--- config.mk ---
export PLATFORM = sky130hd
export DESIGN_NAME = serial_subtractor
export DESIGN_NICKNAME = d
export VERILOG_FILES = /design/src/rtl/serial_subtractor.sv
export SDC_FILE = /design/constraint.sdc
export NUM_CORES = 1
export LEC_CHECK = 0
export CAP_MARGIN = 30
export CORE_UTILIZATION = 25
export CTS_CLUSTER_SIZE = 30
export DETAILED_ROUTE_END_ITERATION = 8
export SETUP_SLACK_MARGIN = 0.2
export SYNTH_ARGS = -nofsm -noshare
export SYNTH_HDL_FRONTEND = slang
export SYNTH_SLANG_ARGS = --single-unit
--- constraint.sdc ---
create_clock -name clock -period 4.2 [get_ports clock]
set_input_delay 0.84 -clock clock [delete_from_list [all_inputs] [get_ports clock]]
set_output_delay 0.84 -clock clock [all_outputs]
set_load 0.02 [all_outputs]
--- src/rtl/serial_subtractor.sv ---
// Bit-serial subtractor: data_in_0 - data_in_1 - borrow_in, one bit per clock, LSB first.
// A single registered borrow stage walks the operands; the result shifts into the
// vacated MSB end of the minuend register, so no separate accumulator is needed.
module serial_subtractor #(
  parameter int unsigned WIDTH = 32
) (
  input  logic             clock,
  input  logic             reset,
  input  logic             start,
  input  logic [WIDTH-1:0] data_in_0,
  input  logic [WIDTH-1:0] data_in_1,
  input  logic             borrow_in,
  output logic             busy,
  output logic             done,
  output logic [WIDTH-1:0] data_out,
  output logic             borrow_out,
  output logic             overflow,
  output logic             zero
);

  localparam int unsigned CntW = (WIDTH > 1) ? $clog2(WIDTH) : 1;

  typedef enum logic [1:0] {StIdle, StShift, StDone} state_e;

  state_e            state_q, state_d;
  logic [CntW-1:0]   cnt_q;
  logic [WIDTH-1:0]  a_q, b_q;
  logic              brw_q;
  logic [WIDTH-1:0]  data_out_q;
  logic              borrow_out_q, overflow_q, zero_q;

  logic              load, step, last;
  logic              a_bit, b_bit, diff_bit, brw_next;
  logic [WIDTH-1:0]  res_next;

  // One full-subtractor cell on the current LSBs; result enters at the top of a_q.
  always_comb begin
    a_bit    = a_q[0];
    b_bit    = b_q[0];
    diff_bit = a_bit ^ b_bit ^ brw_q;
    brw_next = (~a_bit & b_bit) | (~(a_bit ^ b_bit) & brw_q);
    res_next = {diff_bit, a_q[WIDTH-1:1]};
    last     = (cnt_q == CntW'(WIDTH - 1));
  end

  // Control: next state and datapath enables.
  always_comb begin
    state_d = state_q;
    load    = 1'b0;
    step    = 1'b0;
    unique case (state_q)
      StIdle: begin
        if (start) begin
          load    = 1'b1;
          state_d = StShift;
        end
      end
      StShift: begin
        step = 1'b1;
        if (last) state_d = StDone;
      end
      StDone: begin
        if (start) begin
          load    = 1'b1;
          state_d = StShift;
        end else begin
          state_d = StIdle;
        end
      end
      default: state_d = StIdle;
    endcase
  end

  // State register.
  always_ff @(posedge clock or posedge reset) begin
    if (reset) state_q <= StIdle;
    else       state_q <= state_d;
  end

  // Operand/borrow shifting and result capture on the final bit.
  always_ff @(posedge clock or posedge reset) begin
    if (reset) begin
      cnt_q        <= '0;
      a_q          <= '0;
      b_q          <= '0;
      brw_q        <= 1'b0;
      data_out_q   <= '0;
      borrow_out_q <= 1'b0;
      overflow_q   <= 1'b0;
      zero_q       <= 1'b0;
    end else if (load) begin
      cnt_q <= '0;
      a_q   <= data_in_0;
      b_q   <= data_in_1;
      brw_q <= borrow_in;
    end else if (step) begin
      cnt_q <= cnt_q + CntW'(1);
      a_q   <= res_next;
      b_q   <= {1'b0, b_q[WIDTH-1:1]};
      brw_q <= brw_next;
      if (last) begin
        // On the last bit a_bit/b_bit are the operand sign bits and diff_bit is the result sign.
        data_out_q   <= res_next;
        borrow_out_q <= brw_next;
        overflow_q   <= (a_bit != b_bit) && (diff_bit != a_bit);
        zero_q       <= (res_next == '0);
      end
    end
  end

  assign busy       = (state_q == StShift);
  assign done       = (state_q == StDone);
  assign data_out   = data_out_q;
  assign borrow_out = borrow_out_q;
  assign overflow   = overflow_q;
  assign zero       = zero_q;

endmodule

==> impl_metrics.yaml, run 1 <==
clock_network:
  cts_root_buf: "clkbuf_16"
  clk_latency_ps: 340
  cts_resized: 0
  cts_tree: "yes"
  clockBufferDepth: 2
  postCtsSetupBuffers: 0
  htree_num_levels: 3
  clock-sinks: 107
  cts_buffers: 9
  clk_pin_slew_ps: 70
  hold_buffers: 0
floorplanning:
  die-area_um2: 18700
  die_h_um: 137
  core-area_um2: 17500
  die_x_um: 137
  ios: 105
  row_count: 48
  start_util_pct: 25.9
timing:
  period_needed_ps: 2550
  tns_ps: 0
  min_period_over_period_pct: 60.7
  slew_viol_final: 0
  grt_setup_unrepaired: "no"
  max-slew-margin-rel_pct: 37.9
  finalSetupViolCount: 0
  fmax_mhz: 393
  worst-slew-pin-transition_ps: 928
  fin_worst_skew_ps: 6.80
  finalHoldViolCount: 0
synth:
  synth_area_leaders: "dfrtp_1, mux2_2, a22o_1"
  yosys_warnings: 0
  ys_types: 31
  synthesis.nets: 447
  synth-seq-cells: 107
  yosysTopAreaCell: "dfrtp_1"
  synth_cells: 375
  synth_area_um2: 4540
  synth_top_area_share_pct: 59.0
  syn_avg_cell_area_um2: 12.1
  yosysSeqAreaShare_pct: 59.0
global_routing:
  grt_use_total_pct: 13.0
  overflow: 0
  grt_pass1_wl_um: 18400
  grt_pass1_vias: 3492
  grt_max_degree: 69
  antenna_found_initial: 0
detailed_routing:
  via_per_inst: 4.93
  met3_length_um: 576
  drt_wl_total_um: 11400
  wl_met2_um: 5600
  wl_per_cell_um: 16.3
  wl_met1_um: 5110
  firstDrtPassIters: 4
  drc_errors: 0
  drtAntennaViolNets: 0
  drtIter0Drc: 200
  highest_layer: "met4"
  vias: 3437
worst_hold_path:
  hold_path_class: "reg -> reg"
power_and_ir_drop:
  vdd_ir_drop_max_mv: 0.313
  p_leak_nw: 2.76
  power_mw: 4.44
  power_density_nw_per_um2: 730
critical_path:
  worstPathArrival_ps: 1710
  cp-end-kind: "output pin"
  required_ps: 3360
  start_kind: "flop"
  path_class: "reg -> out"
  crit_fanout: 6
final_layout:
  syn2layout_area_growth_pct: 34.0
  antenna_cells: 0
  n_fill_cell: 1731
  layout.nets: 539
  layout_commonest_cell: "dfrtp_1"
  most-common-layout-cells: "dfrtp_1, clkdlybuf4s50_1, nand2_1"
  layout-drive-gt1-share_pct: 11.9
run_status:
  outcome: "finished clean"
job:
  max_cap_viol_count: 0
placement:
  place.port_buffers: 104
  place_hpwl_um: 7570
  gp_congestion: 0.730
synthesized netlist by cell type:
library cell,count
a22o_1,33
inv_1,3
xor2_1,1
nand2_1,37
nand3_1,33
nand2b_1,2
inv_2,1
nor3_1,1
buf_4,3
mux2_1,3
nor2b_1,2
nor4b_1,1
o21ai_0,4
dfrtp_1,107
mux2_2,29
nand4_1,3
fa_1,1
mux2i_1,2
clkbuf_1,8
nor2_2,1
o31ai_1,2
ha_1,3
a21oi_1,1
a221o_1,1
a21o_1,31
nor4_1,7
a22oi_1,32
and3_1,1
buf_2,19
nor3b_1,2
nand3b_1,1
where the power goes:
part,internal (mW),switching [mW]
registers,1.49,0.349
logic,0.914,0.870
clock network,0.412,0.403
registers in the layout, indices dropped and copies added (netlist names):
| register | flops |
|---|---|
| a_q | 32 |
| b_q | 32 |
| data_out | 32 |
| cnt_q | 5 |
| state_q | 2 |
| borrow_out | 1 |
| brw_q | 1 |
| overflow | 1 |
| zero | 1 |
logic make-up after synthesis:
family                   count (synthesis)  share of synthesized area (%)
adder cells (fa/ha/maj)                  4                           1.27
buffers and inverters                   34                           3.58
AND/OR/NAND/NOR                         91                           9.70
XOR/XNOR                                 1                          0.193
flip-flops                             107                           59.0
multiplexers                            34                           8.38
AO/OA/AOI/OAI                          104                           17.9
worst max-delay path, stage by stage (launching register included):
cell and delay (ps):
dfrtp_1 510, nand2b_1 140, inv_2 110, clkdlybuf4s50_1 610
worst paths after layout:
check	from	endpoint	slack, ps	cells after the start
max	state_q[0]$_DFFE_PP0P_	busy	1650	3
min	cnt_q[3]$_DFFE_PP0P_	cnt_q[3]$_DFFE_PP0P_	480	1
max reg2reg	cnt_q[0]$_DFFE_PP0P_	data_out[8]$_DFFE_PP0P_	1770	6
min reg2reg	cnt_q[3]$_DFFE_PP0P_	cnt_q[3]$_DFFE_PP0P_	480	1
max in group asynchronous	reset	b_q[17]$_DFFE_PP0P_	2490	3
min in group asynchronous	reset	data_out[24]$_DFFE_PP0P_	970	2
layout make-up:
cell class / count / area (um2) / area share, %
clock buffers: 9 / 225 / 3.70
clock inverters: 7 / 57.6 / 0.946
inverters: 4 / 17.5 / 0.288
multi-input cells: 234 / 1710 / 28.0
flip-flops and latches: 107 / 2680 / 44.0
well taps: 225 / 282 / 4.63
repair buffers: 111 / 1120 / 18.4
per-layer routing:
metal	GRT usage, %	up-vias
li1	-	1563
met1	16.6	1762
met2	22.0	103
met3	3.00	9
met5	0	-
met4	3.27	0
metrics by stage:
step / cells / cell area (um2) / utilization, % / hold WS [ps] / setup WS (ps)
final: 697 / 6080 / 34.7 / 479 / 1650
after global routing: 697 / 6080 / 34.7 / 518 / 1580
after CTS: 697 / 6080 / 34.7 / 480 / 1630
after detailed placement: 681 / 5800 / 33.1 / 471 / 1590
after global placement: 681 / 5800 / 33.1 / 454 / 1660
after floorplan: 375 / 4540 / - / 437 / 543
No activity file was read; power rests on OpenSTA's default activity.
==> inputs of run 2 (changes only) <==
==> constraint.sdc (replaced) <==
create_clock -name clock -period 2.3 [get_ports clock]
set_input_delay 0.46 -clock clock [delete_from_list [all_inputs] [get_ports clock]]
set_output_delay 0.46 -clock clock [all_outputs]
set_load 0.02 [all_outputs]
==> run 2 against run 1 <==
Against the previous run:
- combinational power up 85%
- largest power group unchanged
- critical endpoint is now data_out[3]$_DFFE_PP0P_
- critical path type is now reg -> reg
- clock skew grew 1.3 ps
- via count down 1.0%
- cell count is 0.57% higher
==> impl_metrics.yaml, run 2 (synthesized netlist as in run 1, its figures left out) <==
floorplanning:
  die_x_um: 137
  core-area_um2: 17500
  row_count: 48
  start_util_pct: 25.9
  ios: 105
  die-area_um2: 18700
  die_h_um: 137
worst_hold_path:
  min_path_cells: 2
  min-delay-start: "data_out[31]$_DFFE_PP0P_"
  hold_path_class: "reg -> reg"
  min_to: "data_out[31]$_DFFE_PP0P_"
power_and_ir_drop:
  internal_power_mw: 5.30
  seqPwrFrac_pct: 40.8
  p_clk_share_pct: 19.2
  p_sw_mw: 2.92
  p_leak_nw: 2.80
  power_density_nw_per_um2: 1340
  swShare_pct: 35.5
  power_mw: 8.22
  vdd_ir_drop_max_mv: 0.664
  pwr-share-comb_pct: 40.0
final_layout:
  seqCellArea_um2: 2680
  layout.nets: 543
  antenna_cells: 0
  layout_commonest_cell: "dfrtp_1"
  multi_input_area_um2: 1710
  n_fill_cell: 1740
  most-common-layout-cells: "dfrtp_1, clkdlybuf4s50_1, nand2_1"
  layout-drive-gt1-share_pct: 12.6
  syn2layout_area_growth_pct: 35.3
  utilization_pct: 35.0
critical_path:
  cp-end-kind: "flop"
  crit_fanout: 24
  regToRegStartpoint: "cnt_q[0]$_DFFE_PP0P_"
  crit_family: "adder cells"
  worstPathBufferInverterCount: 1
  cpMaxStageDelayCell: "dfrtp_1"
  r2r_end: "data_out[3]$_DFFE_PP0P_"
  max_stage_delay_ps: 410
  r2r_slack_ps: 360
  reg2reg_depth: 6
  worstPathArrival_ps: 2180
  critPathMostFrequentCell: "ha_1"
  crit_chain: "ha_1 > and3_1 > ha_1 > nand3b_1 > buf_4 > mux2_2"
  path_class: "reg -> reg"
  required_ps: 2530
  start_kind: "flop"
timing:
  finalHoldViolCount: 0
  fmax_mhz: 515
  period_needed_ps: 1940
  fin_worst_skew_ps: 8.08
  grt_setup_unrepaired: "no"
  whs_ps: 489
  tns_ps: 0
  min_period_over_period_pct: 84.4
  finalSetupViolCount: 0
  max-slew-margin-rel_pct: 60.2
  slew_viol_final: 0
  worst-slew-pin-transition_ps: 597
detailed_routing:
  drtIter0Drc: 130
  via_per_inst: 4.85
  vias: 3402
  drtAntennaViolNets: 0
  drt_wl_total_um: 11400
  firstDrtPassIters: 4
  wl_per_cell_um: 16.3
  drc_errors: 0
clock_network:
  postCtsSetupBuffers: 0
  cts_buffers: 9
  cts_tree: "yes"
  cts_root_buf: "clkbuf_16"
  hold_buffers: 0
  clk_latency_ps: 350
  clk_pin_slew_ps: 70
  clockBufferDepth: 2
  htree_num_levels: 3
  clock-sinks: 107
  cts_resized: 1
placement:
  place.port_buffers: 104
  place_hpwl_um: 7600
  gp_congestion: 0.755
run_status:
  outcome: "finished clean"
global_routing:
  antenna_found_initial: 0
  grt_use_total_pct: 13.0
  grt_pass1_wl_um: 18400
  grt_max_degree: 108
  grt_pass1_vias: 3495
  overflow: 0
job:
  max_cap_viol_count: 0
## run 2: changes by cell type in the layout (fill, tap and decap cells not counted), sizes merged
cell	change
clkdlybuf4s50	-2
buf	+4
bufinv	+1
clkinv	+1
inv	-4
dlymetal6s2s	+1
dlygate4sd2	+1
clkbuf	+2
## run 2: stage by stage
stage | cells | cell area, um2 | setup slack [ps]
detailed placement | 685 | 5830 | 284
global route | 701 | 6140 | 220
global placement | 685 | 5830 | 312
finish | 701 | 6140 | 359
CTS | 701 | 6130 | 202
floorplan | 375 | 4540 | 393
## run 2: area by class of cell
cell class,count,area share [%]
clock buffers,11,3.95
clock inverters,5,0.978
inverters,4,0.305
multi-input cells,234,27.9
flip-flops and latches,107,43.6
well taps,225,4.58
repair buffers,115,18.7
## run 2: worst max path at each step
stage,from,to,depth (start not counted)
3_3_place_gp,a_q[0]$_DFFE_PP0P_,zero$_DFFE_PP0P_,5
6_report,cnt_q[0]$_DFFE_PP0P_,data_out[3]$_DFFE_PP0P_,6
4_1_cts,state_q[0]$_DFFE_PP0P_,done,2
3_5_place_dp,a_q[0]$_DFFE_PP0P_,zero$_DFFE_PP0P_,5
2_1_floorplan,cnt_q[0]$_DFFE_PP0P_,data_out[10]$_DFFE_PP0P_,7
5_1_grt,a_q[0]$_DFFE_PP0P_,zero$_DFFE_PP0P_,5
## run 2: layer usage
metal	routed length, um	track usage (%)	vias to the layer above
met2	5370	20.9	84
li1	-	-	1570
met5	0	0	-
met3	571	3.59	15
met1	5280	16.6	1733
met4	180	4.69	0
## run 2: power groups by stage
stage	logic [mW]	clock network, mW	registers (mW)
after floorplan	2.00	0	3.49
after global placement	3.24	0	3.35
after detailed placement	3.33	0	3.39
after CTS	3.33	1.65	3.35
after global routing	3.62	1.74	3.48
final	3.29	1.58	3.35
## run 2: worst register-to-register path, stage by stage, from the launching register on
cell and delay (ps):
dfrtp_1 410, ha_1 230, and3_1 190, ha_1 180
nand3b_1 110, buf_4 310, mux2_2 390
